$ cat src/rtl/frac_decim.sv
// Purpose : source-driven fractional step generator for downscaling; serial divider derives the per-pixel step.
// Latency : ready rises bitwidth+fracwidth+1 cycles after newfraction; step_out/fraction/whole/last one cycle after step_in.
// Backpressure: none on outputs; step_in is ignored while ready is low.
module frac_decim #(
    parameter int bitwidth  = 10,
    parameter int fracwidth = 16
) (
    input  logic                 clk,
    input  logic                 reset_n,
    input  logic [bitwidth-1:0]  num,
    input  logic [bitwidth-1:0]  den,
    input  logic                 newfraction,
    output logic                 ready,
    input  logic                 step_reset,
    input  logic                 step_in,
    output logic                 step_out,
    output logic [bitwidth-1:0]  whole,
    output logic [fracwidth-1:0] fraction,
    output logic                 last
);

    localparam int DW = bitwidth + fracwidth;
    localparam int CW = $clog2(DW);

    typedef enum logic [1:0] {S_IDLE, S_DIV, S_FIN} state_t;

    state_t               state, state_nxt;
    logic [bitwidth-1:0]  num_q, den_q;
    logic [DW-1:0]        dvd, quo;
    logic [bitwidth-1:0]  rem, rem_nxt;
    logic [bitwidth:0]    rem_sh, rem_diff;
    logic                 q_bit;
    logic [CW-1:0]        cnt;
    logic [fracwidth-1:0] step, step_nxt;

    logic [fracwidth-1:0] acc;
    logic [bitwidth-1:0]  spos;
    logic [fracwidth:0]   sum;
    logic                 carry, flush;
    logic [bitwidth-1:0]  whole_inc;

    // Divider state register.
    always_ff @(posedge clk or negedge reset_n) begin
        if (!reset_n) state <= S_IDLE;
        else          state <= state_nxt;
    end

    // Divider sequencing: run DW iterations, one finalise cycle, restart on any newfraction.
    always_comb begin
        state_nxt = state;
        case (state)
            S_IDLE: state_nxt = S_IDLE;
            S_DIV:  if (cnt == CW'(DW - 1)) state_nxt = S_FIN;
            S_FIN:  state_nxt = S_IDLE;
            default: state_nxt = S_IDLE;
        endcase
        if (newfraction) state_nxt = S_DIV;
    end

    // One restoring iteration: shift in next dividend bit, subtract num if it fits.
    always_comb begin
        rem_sh   = {rem, dvd[DW-1]};
        rem_diff = rem_sh - {1'b0, num_q};
        q_bit    = (rem_sh >= {1'b0, num_q});
        rem_nxt  = q_bit ? rem_diff[bitwidth-1:0] : rem_sh[bitwidth-1:0];
        // num==0 would yield an all-ones quotient; force step to zero instead.
        if (num_q == '0)                  step_nxt = '0;
        else if (|quo[DW-1:fracwidth])    step_nxt = '1;
        else                              step_nxt = quo[fracwidth-1:0];
    end

    // Divider datapath and step/ready registers.
    always_ff @(posedge clk or negedge reset_n) begin
        if (!reset_n) begin
            num_q <= '0; den_q <= '0; dvd <= '0; quo <= '0;
            rem   <= '0; cnt   <= '0; step <= '0; ready <= 1'b0;
        end else if (newfraction) begin
            num_q <= num;
            den_q <= den;
            dvd   <= {den, {fracwidth{1'b0}}};
            quo   <= '0;
            rem   <= '0;
            cnt   <= '0;
            ready <= 1'b0;
        end else if (state == S_DIV) begin
            rem <= rem_nxt;
            dvd <= {dvd[DW-2:0], 1'b0};
            quo <= {quo[DW-2:0], q_bit};
            cnt <= cnt + CW'(1);
        end else if (state == S_FIN) begin
            step  <= step_nxt;
            ready <= 1'b1;
        end
    end

    // Accumulator sum, carry and last-source-pixel flush condition.
    always_comb begin
        sum       = {1'b0, acc} + {1'b0, step};
        carry     = sum[fracwidth];
        flush     = (spos == (num_q - bitwidth'(1)));
        whole_inc = whole + bitwidth'(1);
    end

    // Position tracking and destination strobe generation.
    always_ff @(posedge clk or negedge reset_n) begin
        if (!reset_n) begin
            acc <= '0; spos <= '0; whole <= '0; fraction <= '0;
            step_out <= 1'b0; last <= 1'b0;
        end else if (newfraction || step_reset) begin
            acc <= '0; spos <= '0; whole <= '0; fraction <= '0;
            step_out <= 1'b0; last <= 1'b0;
        end else begin
            step_out <= 1'b0;
            last     <= 1'b0;
            if (ready && step_in) begin
                acc  <= sum[fracwidth-1:0];
                spos <= spos + bitwidth'(1);
                // Once whole reaches den the span is saturated and strobes stop.
                if ((whole < den_q) && (carry || flush)) begin
                    step_out <= 1'b1;
                    fraction <= carry ? sum[fracwidth-1:0] : '0;
                    whole    <= whole_inc;
                    last     <= (whole_inc == den_q);
                end
            end
        end
    end

endmodule

$ cat config.mk
export PLATFORM = sky130hd
export DESIGN_NAME = frac_decim
export DESIGN_NICKNAME = d
export VERILOG_FILES = /design/src/rtl/frac_decim.sv
export SDC_FILE = /design/constraint.sdc
export NUM_CORES = 1
export LEC_CHECK = 0
export ABC_AREA = 1
export CAP_MARGIN = 20
export CORE_ASPECT_RATIO = 0.75
export CORE_MARGIN = 8
export CORE_UTILIZATION = 50
export DETAILED_ROUTE_END_ITERATION = 10
export PLACE_DENSITY = 0.76
export SETUP_SLACK_MARGIN = 0.02
export SYNTH_ARGS = -nofsm -noshare
export SYNTH_HDL_FRONTEND = slang
export SYNTH_SLANG_ARGS = --single-unit
$ cat constraint.sdc
create_clock -name clk -period 2.1 [get_ports clk]
set_input_delay 0.21 -clock clk [delete_from_list [all_inputs] [get_ports clk]]
set_output_delay 0.21 -clock clk [all_outputs]
set_load 0.05 [all_outputs]
==> results.py, run 1 <==
metrics = {
    "status": {
        "outcome": "finished, violations left",
        "violations": "setup timing",
    },
    "setup_path": {
        "crit_path_start_kind": "flip-flop",
        "path_cells": "ha_2 > inv_2 > fa_2 > inv_1 > nand3_1 > nand2_1 > nand3_1 > nand2_1 > nand2_2 > nand2_2 > o21ai_4 > nand2_8 > nand3_4 > nand3_1 > nand2_1",
        "ff2ff_path_depth": 15,
        "worstPathRequired_ns": 2.40,
        "critPathMaxFanout": 8,
        "reg2reg_slack_ns": -0.03,
        "critPathKind": "reg2reg",
        "cp.arrival_ns": 2.43,
        "cpMaxStageDelayCell": "dfrtp_1",
        "cp-end-kind": "flip-flop",
        "rr_endpoint": "whole[4]$_DFFE_PN0P_",
        "r2r-start": "step[0]$_DFFE_PN0P_",
        "max_stage_delay_ns": 0.36,
    },
    "final_layout": {
        "nets": 1179,
        "diodes": 0,
        "syn_to_final_growth_pct": 25.2,
        "utilization_pct": 63.6,
        "seq_area_mm2": 0.00361,
        "nFillCells": 1336,
        "multi_input_area_mm2": 0.00404,
        "fin_cells": 1333,
        "drive_gt1_share_pct": 12.9,
    },
    "clock_tree": {
        "clk_pin_slew_ns": 0.06,
        "clock_latency_ns": 0.42,
        "h-tree-depth": 4,
        "cts_buffers": 17,
        "clock_sinks": 144,
        "cts_tree": "yes",
        "clock_path_buffers": 2,
        "ctsRootBufferMaster": "clkbuf_16",
    },
    "route": {
        "wl_per_cell_um": 15.4,
        "avgViaCountPerCell": 5.45,
        "drt-total-wl_um": 20600,
        "vias": 7271,
        "drt_iter0_markers": 527,
        "postRouteAntennaNets": 0,
        "drc_errors": 0,
        "dr.pass1.iters": 5,
    },
    "die": {
        "rows": 40,
        "die_x_um": 163,
        "core_area_mm2": 0.0159,
        "start_util_pct": 50.8,
        "die_y_um": 126,
        "die_area_mm2": 0.0205,
        "io_pins": 54,
    },
    "synthesis": {
        "synthTopCellsByCount": "nand2_1 (240), dfrtp_1 (144), inv_1 (132)",
        "synth_nets": 1087,
        "synth.largest_area_cell": "dfrtp_1",
        "synth_xor_area_share_pct": 2.80,
        "yosys-top-cells-area": "dfrtp_1 (45%), nand2_1 (11%), ha_1 (6.4%)",
        "ys_ff_latch": 144,
        "yosysSeqAreaShare_pct": 44.7,
        "syn-cell-area_mm2": 0.00805,
        "yosys.cell_types.count": 40,
        "synth_edf_count": 0,
        "syn_inst": 1019,
        "avgSynthCellArea_um2": 7.90,
        "async_flop_share_pct": 100,
        "synth_top_family_by_area": "simple AND/OR/NAND/NOR gates",
        "netlist.area_leader.share_pct": 44.7,
        "synth.yosys.warnings": 0,
        "muxShareOfSynthArea_pct": 0,
        "synth_fa_ha_area_share_pct": 6.87,
        "synth_compound_area_share_pct": 12.9,
        "synth-simple-area-share_pct": 24.4,
        "yosysMostFrequentCell": "nand2_1",
        "ys.flop_type": "dfrtp_1",
    },
    "sta": {
        "hold_viol_final": 0,
        "setup_ws_ns": -0.0314,
        "min_period_over_period_pct": 101,
        "finalCriticalPeriod_ns": 2.13,
        "hold_slack_ns": 0.294,
        "slew_headroom_pct": 48.5,
        "timing.fmax_mhz": 469,
        "rsz0062_at_grt": "true",
        "finalMaxSlewViolations": 0,
        "clock-skew-final_ns": 0.00648,
        "tightest_slew_ns": 0.772,
        "finalSetupViolCount": 6,
    },
    "place": {
        "gp_congestion": 0.891,
        "dp_cells": 1290,
        "hpwl_um": 14100,
        "portBuffers": 53,
    },
    "power": {
        "power_density_mw_per_mm2": 789,
        "peakVddDrop_uv": 693,
        "power.leakage_nw": 4.84,
    },
    "grt": {
        "grt_first_pass_wirelength_um": 33100,
        "grt_max_degree": 59,
        "grt_pass1_vias": 6783,
        "antenna_found_initial": 0,
        "grt.total_usage_pct": 19.6,
        "grt_overflow": 0,
    },
    "job": {
        "timing.max_cap.violations": 0,
    },
    "hold_path": {
        "hold_class": "in2async",
    },
}
[worst max-delay path: cells and delay by family (launching register included)]
kind	cells	cell delay [ns]
simple gates	10	0.95
fa+ha+maj	2	0.52
flops	1	0.36
buf+inv	2	0.10
compound gates	1	0.08
[per-layer routing]
layer,track usage (%),part of all wire [%],up-vias
met2,29.2,44,235
met3,4.00,6.3,18
li1,-,-,3578
met4,4.79,0.87,0
met1,28.6,48,3440
met5,0,0,-
[worst max path at each step]
stage	start	to	slack (ns)	cells after the start
after CTS	step[0]$_DFFE_PN0P_	fraction[12]$_DFFE_PN0P_	0.02	15
after floorplan	step[0]$_DFFE_PN0P_	whole[5]$_DFFE_PN0P_	0.02	16
after global routing	step[0]$_DFFE_PN0P_	fraction[0]$_DFFE_PN0P_	-0.17	15
final	step[0]$_DFFE_PN0P_	whole[4]$_DFFE_PN0P_	-0.03	15
after detailed placement	num_q[0]$_DFFE_PN0P_	fraction[8]$_DFFE_PN0P_	-0.06	15
after global placement	num_q[2]$_DFFE_PN0P_	rem[9]$_DFFE_PN0N_	0.02	13
[power by group]
group          total (mW)  leakage (nW)  internal [mW]  switching, mW
Combinational        1.75          2.61          0.777          0.973
Clock                3.15         0.301           1.98           1.17
Sequential           3.06          1.93           2.93          0.134
[logic make-up after synthesis]
group / count (synthesis)
AND/OR/NAND/NOR: 456
AO/OA/AOI/OAI: 182
XOR/XNOR: 24
flip-flops: 144
buffers and inverters: 170
adder cells (fa/ha/maj): 43
[cells in the final DEF (no fill, tap or decap), types with 4 or more instances in the layout]
cell type / synthesis / routed
a21oi_1: 41 / 32
a21oi_2: 2 / 11
buf_12: 0 / 4
buf_4: 1 / 38
buf_6: 2 / 6
clkbuf_16: 0 / 19
clkbuf_8: 0 / 4
clkdlybuf4s50_1: 0 / 52
clkinv_2: 0 / 4
dfrtp_1: 144 / 139
dfrtp_2: 0 / 5
ha_1: 41 / 33
ha_4: 0 / 7
inv_1: 132 / 125
inv_2: 2 / 8
nand2_1: 240 / 235
nand2_2: 2 / 7
nand3_1: 65 / 62
nand3_2: 1 / 4
nand3_4: 1 / 4
nand3b_1: 5 / 5
nand4_1: 32 / 32
nor2_1: 87 / 86
nor3_1: 14 / 12
o211ai_1: 9 / 9
o21ai_0: 74 / 68
o21ai_1: 1 / 7
o22ai_1: 30 / 30
o31ai_1: 16 / 16
xnor2_1: 11 / 10
xor2_1: 12 / 12
[through the flow]
stage | setup WS [ns] | TNS [ns] | area, um2 | power, mW
global placement | 0.0213 | 0 | 9100 | 4.54
global route | -0.174 | -3.66 | 10100 | 8.33
finish | -0.0314 | -0.0730 | 10100 | 7.96
detailed placement | -0.0615 | -1.16 | 9100 | 4.57
CTS | 0.0171 | 0 | 9750 | 7.73
floorplan | 0.0188 | 0 | 8080 | 4.07
[state kept, by name, summed over array words and instances (netlist names)]
register / count
num_q: 10
dvd: 10
rem: 10
step_out: 1
quo: 26
ready: 1
step: 16
fraction: 16
last: 1
cnt: 5
spos: 10
den_q: 10
state: 2
acc: 16
whole: 10
[final cells by class]
class | instances | area share, %
multi-input combinational | 708 | 40.1
inverter | 134 | 5.01
clock inverter | 10 | 1.33
clock buffer | 21 | 4.76
tap | 210 | 2.61
sequential | 144 | 35.8
timing repair buffer | 106 | 10.4
[what timing repair did]
action,in CTS,in global routing
gates resized for setup,6,52
cloned,1,5
pin swaps,0,15
endpoints found under the setup margin,31,42
buffers inserted,0,5
hold buffers,1,0
hold endpoints to repair,49,0
Note: power is estimated with default switching activity, not from simulation.
==> run 2, diff against run 1 <==
--- a/config.mk
+++ b/config.mk
@@ -8,7 +8,6 @@
 export ABC_AREA = 1
 export CAP_MARGIN = 20
 export CORE_ASPECT_RATIO = 0.75
-export CORE_MARGIN = 8
 export CORE_UTILIZATION = 50
 export DETAILED_ROUTE_END_ITERATION = 10
 export PLACE_DENSITY = 0.76
==> run 2 against run 1 <==
The flow still finishes with violations (setup timing). Cell count up 0.45%. Clock power is 15% lower. Count of clock-buffer cells in the layout is 3 higher. Clock skew up 0.0055 ns. Via count up 1.5%. Register-to-register slack about the same. Non-clock buffer count is 11 higher. Sequential power about the same. Highest routed layer unchanged.
==> results.py, run 2 (same netlist as run 1, synthesis figures left out) <==
metrics = {
    "status": {
        "outcome": "finished, violations left",
        "violations": "setup timing",
    },
    "die": {
        "die_area_mm2": 0.0166,
        "io_pins": 54,
        "core_area_mm2": 0.0155,
        "rows": 39,
        "die_x_um": 149,
        "start_util_pct": 52.1,
        "die_y_um": 112,
    },
    "clock_tree": {
        "clk_pin_slew_ns": 0.06,
        "cts_tree": "yes",
        "h-tree-depth": 4,
        "clock_latency_ns": 0.43,
        "clock_sinks": 144,
        "cts_buffers": 17,
        "clock_path_buffers": 2,
        "ctsRootBufferMaster": "clkbuf_16",
    },
    "hold_path": {
        "hold_class": "in2async",
    },
    "final_layout": {
        "largest_reg_flops": 26,
        "layout_commonest_cell": "nand2_1",
        "diodes": 0,
        "regMostFlops": "quo",
        "design_area_mm2": 0.0102,
        "mostFrequentLayoutCells": "nand2_1 (231), dfrtp_1 (139), inv_1 (125)",
        "nFillCells": 1220,
        "utilization_pct": 65.8,
        "nets": 1190,
        "syn_to_final_growth_pct": 26.4,
        "drive_gt1_share_pct": 15.3,
    },
    "setup_path": {
        "rr_endpoint": "last$_DFF_PN0_",
        "critPathKind": "reg2reg",
        "cp.arrival_ns": 2.48,
        "max_stage_delay_ns": 0.37,
        "worstPathRequired_ns": 2.46,
        "crit_cells": 15,
        "cp-startpoint": "step[0]$_DFFE_PN0P_",
        "r2r-start": "step[0]$_DFFE_PN0P_",
        "reg2reg_slack_ns": -0.02,
        "cp-end-kind": "flip-flop",
        "cpMostUsedCell": "nand2_2",
        "cp_top_family": "simple AND/OR/NAND/NOR gates",
        "critPathMaxFanout": 11,
        "cp-endpoint": "last$_DFF_PN0_",
        "ff2ff_path_depth": 15,
        "crit_buf_inv": 3,
        "path_cells": "ha_2 > inv_2 > fa_2 > inv_2 > nand3_2 > nand2_2 > nand3_2 > nand2_2 > nand2_2 > nand2_2 > o21ai_4 > nand2_8 > buf_8 > nand3_1 > nor2_1",
        "crit_path_start_kind": "flip-flop",
        "cpMaxStageDelayCell": "dfrtp_1",
    },
    "route": {
        "avgViaCountPerCell": 5.51,
        "wl_per_cell_um": 15.4,
        "dr.pass1.iters": 5,
        "postRouteAntennaNets": 0,
        "vias": 7380,
        "drc_errors": 0,
        "drt-total-wl_um": 20600,
        "drt_iter0_markers": 557,
    },
    "place": {
        "gp_congestion": 0.978,
        "portBuffers": 53,
        "hpwl_um": 14000,
        "place_ws_ns": -0.0702,
        "place_area_mm2": 0.00915,
    },
    "grt": {
        "grtUsageMet1_pct": 39.2,
        "grt_pass1_vias": 6784,
        "grt_first_pass_wirelength_um": 33700,
        "grt_util_met2_pct": 36.5,
        "antenna_found_initial": 0,
        "grt_overflow": 0,
        "busiest_layer": "met1",
        "grt.total_usage_pct": 25.7,
        "grt_util_met3_pct": 5.37,
        "grt_max_degree": 60,
    },
    "sta": {
        "clock-skew-final_ns": 0.0120,
        "hold_viol_final": 0,
        "finalSetupViolCount": 10,
        "timing.fmax_mhz": 472,
        "hold_slack_ns": 0.269,
        "finalCriticalPeriod_ns": 2.12,
        "setup_tns_ns": -0.0767,
        "tightest_slew_ns": 0.654,
        "slew_headroom_pct": 56.4,
        "rsz0062_at_grt": "true",
        "setup_ws_ns": -0.0207,
        "min_period_over_period_pct": 101,
        "finalMaxSlewViolations": 0,
    },
    "power": {
        "peakVddDrop_uv": 679,
        "power.leakage_nw": 4.86,
        "power_density_mw_per_mm2": 736,
    },
    "job": {
        "timing.max_cap.violations": 0,
    },
}
==> run 2: through the flow <==
step	total power, mW	cells
after floorplan	4.07	1019
after global placement	4.51	1291
after detailed placement	4.54	1291
after CTS	7.25	1329
after global routing	7.92	1339
final	7.49	1339
==> run 2: routing by layer <==
layer	routed length [um]	vias up
met5	0	-
met4	204	0
met3	1270	22
met2	9140	261
met1	9980	3502
li1	-	3595
==> run 2: how the worst min path moves through the flow <==
stage,start,endpoint,cells past startpoint
5_1_grt,reset_n,fraction[8]$_DFFE_PN0P_,2
3_3_place_gp,reset_n,fraction[10]$_DFFE_PN0P_,1
3_5_place_dp,reset_n,fraction[8]$_DFFE_PN0P_,1
2_1_floorplan,reset_n,acc[0]$_DFFE_PN0P_,0
4_1_cts,reset_n,fraction[8]$_DFFE_PN0P_,2
6_report,reset_n,fraction[8]$_DFFE_PN0P_,2
==> run 2: repair_timing <==
action / CTS / global route
cloned: 3 / 4
hold buffers: 1 / 0
setup buffers: 3 / 7
pin swaps: 3 / 25
setup endpoints to repair: 34 / 42
gates resized for setup: 21 / 66
hold endpoints to repair: 38 / 0
==> run 2: worst register-to-register path, stage by stage, from the launching register on <==
cell and delay (ns):
dfrtp_1 0.37, ha_2 0.21, inv_2 0.04, fa_2 0.34
inv_2 0.06, nand3_2 0.06, nand2_2 0.08, nand3_2 0.06
nand2_2 0.07, nand2_2 0.06, nand2_2 0.08, o21ai_4 0.08
nand2_8 0.14, buf_8 0.16, nand3_1 0.12, nor2_1 0.13
==> run 2: area by class of cell <==
class / count / area [um2] / area share (%)
multi-input cells: 708 / 4150 / 40.8
clock inverters: 7 / 37.5 / 0.369
flip-flops and latches: 144 / 3610 / 35.5
well taps: 205 / 256 / 2.52
repair buffers: 117 / 1150 / 11.3
clock buffers: 24 / 472 / 4.63
inverters: 134 / 503 / 4.94
==> run 2: power by group <==
part / internal [mW] / switching, mW
logic: 0.751 / 0.993
clock network: 1.55 / 1.14
registers: 2.93 / 0.134
total: 5.23 / 2.26
==> run 3, diff against run 2 <==
--- a/config.mk
+++ b/config.mk
@@ -10,7 +10,8 @@
 export CORE_ASPECT_RATIO = 0.75
 export CORE_UTILIZATION = 50
 export DETAILED_ROUTE_END_ITERATION = 10
-export PLACE_DENSITY = 0.76
+export MAX_ROUTING_LAYER = met4
+export PLACE_DENSITY = 0.72
 export SETUP_SLACK_MARGIN = 0.02
 export SYNTH_ARGS = -nofsm -noshare
 export SYNTH_HDL_FRONTEND = slang
==> run 3 against run 2 <==
The flow still finishes with violations (setup timing). Via count fell by 2.2%. Cell count fell by 0.60%. Design area rose by 1.1%. Setup slack got worse by 0.040 ns. Global-route usage fell by 0.52 points. Maximum frequency fell by 1.8%. Wire length fell by 0.46%. Combinational power rose by 5%. Critical path depth fell by 5. Largest cell class unchanged. Highest routed layer unchanged.
==> results.py, run 3 (same netlist as run 1, synthesis figures left out) <==
metrics = {
    "die": {
        "start_util_pct": 52.1,
        "die_area_mm2": 0.0166,
        "core_area_mm2": 0.0155,
        "rows": 39,
        "io_pins": 54,
        "die_y_um": 112,
        "die_x_um": 149,
    },
    "clock_tree": {
        "clock_latency_ns": 0.43,
        "clock_sinks": 144,
        "cts_tree": "yes",
        "clock_path_buffers": 2,
        "cts_buffers": 17,
        "ctsRootBufferMaster": "clkbuf_16",
        "clk_pin_slew_ns": 0.07,
        "h-tree-depth": 4,
    },
    "sta": {
        "setup_tns_ns": -0.771,
        "clock-skew-final_ns": 0.0119,
        "hold_viol_final": 0,
        "rsz0062_at_grt": "true",
        "finalSetupViolCount": 26,
        "timing.fmax_mhz": 463,
        "setup_ws_ns": -0.0606,
        "min_period_over_period_pct": 103,
        "finalMaxSlewViolations": 0,
        "tightest_slew_ns": 0.751,
        "finalCriticalPeriod_ns": 2.16,
        "slew_headroom_pct": 49.9,
    },
    "grt": {
        "grt_overflow": 0,
        "grt.total_usage_pct": 25.2,
        "grt_first_pass_wirelength_um": 32100,
        "antenna_found_initial": 0,
        "grt_pass1_vias": 6324,
        "grt_max_degree": 60,
    },
    "place": {
        "hpwl_um": 13500,
        "place_ws_ns": -0.0408,
        "portBuffers": 53,
        "gp_congestion": 0.907,
        "place_area_mm2": 0.00912,
    },
    "job": {
        "timing.max_cap.violations": 0,
    },
    "power": {
        "power_frac_seq_pct": 37.8,
        "power_frac_comb_pct": 22.4,
        "power_density_mw_per_mm2": 787,
        "peakVddDrop_uv": 518,
        "report.power.total_mw": 8.10,
        "p_int_mw": 5.68,
        "p_clk_share_pct": 39.7,
        "p_sw_mw": 2.42,
        "power.leakage_nw": 4.87,
        "p_sw_share_pct": 29.9,
    },
    "final_layout": {
        "diodes": 0,
        "utilization_pct": 66.5,
        "design_area_mm2": 0.0103,
        "syn_to_final_growth_pct": 27.8,
        "layout_commonest_cell": "nand2_1",
        "largest_reg_flops": 26,
        "regMostFlops": "quo",
        "drive_gt1_share_pct": 15.8,
        "mostFrequentLayoutCells": "nand2_1 (235), dfrtp_1 (139), inv_1 (127)",
        "nFillCells": 1248,
        "nets": 1181,
    },
    "route": {
        "drt-total-wl_um": 20500,
        "postRouteAntennaNets": 0,
        "vias": 7221,
        "dr.pass1.iters": 5,
        "avgViaCountPerCell": 5.43,
        "wl_per_cell_um": 15.4,
        "drt_iter0_markers": 587,
        "drc_errors": 0,
    },
    "setup_path": {
        "critPathMaxFanout": 8,
        "cp.arrival_ns": 2.47,
        "critPathKind": "reg2reg",
        "crit_path_start_kind": "flip-flop",
        "cp-end-kind": "flip-flop",
        "worstPathRequired_ns": 2.41,
    },
    "hold_path": {
        "hold_class": "in2async",
    },
    "status": {
        "outcome": "finished, violations left",
        "violations": "setup timing",
    },
}
==> run 3: changes by cell type in the layout (fill, tap and decap cells not counted), moves of 6 or more <==
cell	previous run	this run
buf_4	48	42
clkinv_2	6	0
nand3_1	51	35
nand3_2	15	29
o21ai_1	10	3
==> run 3: layout make-up <==
class,count,area (um2),area share [%]
multi-input cells,708,4200,40.8
flip-flops and latches,144,3610,35.1
repair buffers,108,1090,10.6
inverters,134,505,4.91
clock buffers,19,453,4.40
well taps,205,256,2.49
clock inverters,13,175,1.70
==> run 3: layer usage <==
| layer | routed length [um] | global-route usage (%) | up-vias |
|---|---|---|---|
| li1 | - | - | 3596 |
| met1 | 10300 | 39.0 | 3397 |
| met2 | 8910 | 33.8 | 205 |
| met3 | 1080 | 4.39 | 23 |
| met4 | 225 | 5.84 | 0 |
| met5 | 0 | - | - |
==> run 3: final timing paths <==
check	start	to	slack [ns]	cells after the start
min	reset_n	fraction[11]$_DFFE_PN0P_	0.32	2
min in group clk	num[8]	num_q[8]$_DFFE_PN0P_	0.35	3
max in group asynchronous	reset_n	step[15]$_DFFE_PN0P_	1.12	3
max	step[11]$_DFFE_PN0P_	fraction[3]$_DFFE_PN0P_	-0.06	10
max reg2reg	step[11]$_DFFE_PN0P_	fraction[3]$_DFFE_PN0P_	-0.06	10
min reg2reg	acc[3]$_DFFE_PN0P_	acc[3]$_DFFE_PN0P_	0.49	2
==> run 3: through the flow <==
stage,std cells,hold slack [ns]
2_1_floorplan,1019,-0.0856
3_3_place_gp,1287,0.217
3_5_place_dp,1287,0.214
4_1_cts,1321,0.338
5_1_grt,1331,0.370
6_report,1331,0.319
==> run 3: critical path, cell delays in order, from the launching register on <==
cell and delay [ns]:
dfrtp_1 0.41, ha_1 0.37, nand2_1 0.13, o21ai_0 0.30
nor2_1 0.10, nand2_2 0.10, o21ai_4 0.09, nand2_8 0.16
nand3_4 0.18, nand3_2 0.12, nand2_1 0.06
==> run 3: power by group through the flow <==
stage | clock (mW) | combinational [mW] | sequential, mW
after floorplan | 0 | 1.02 | 3.06
after global placement | 0 | 1.40 | 3.08
after detailed placement | 0 | 1.43 | 3.08
after CTS | 3.25 | 1.47 | 3.04
after global routing | 3.37 | 2.01 | 3.08
final | 3.22 | 1.82 | 3.06
==> run 3: repair_timing <==
action	in CTS	in global routing
pin swaps	0	14
setup endpoints to repair	30	40
buffers inserted	0	5
hold endpoints to repair	52	0
hold buffers	1	0
gates resized for setup	14	73
gates cloned	1	5
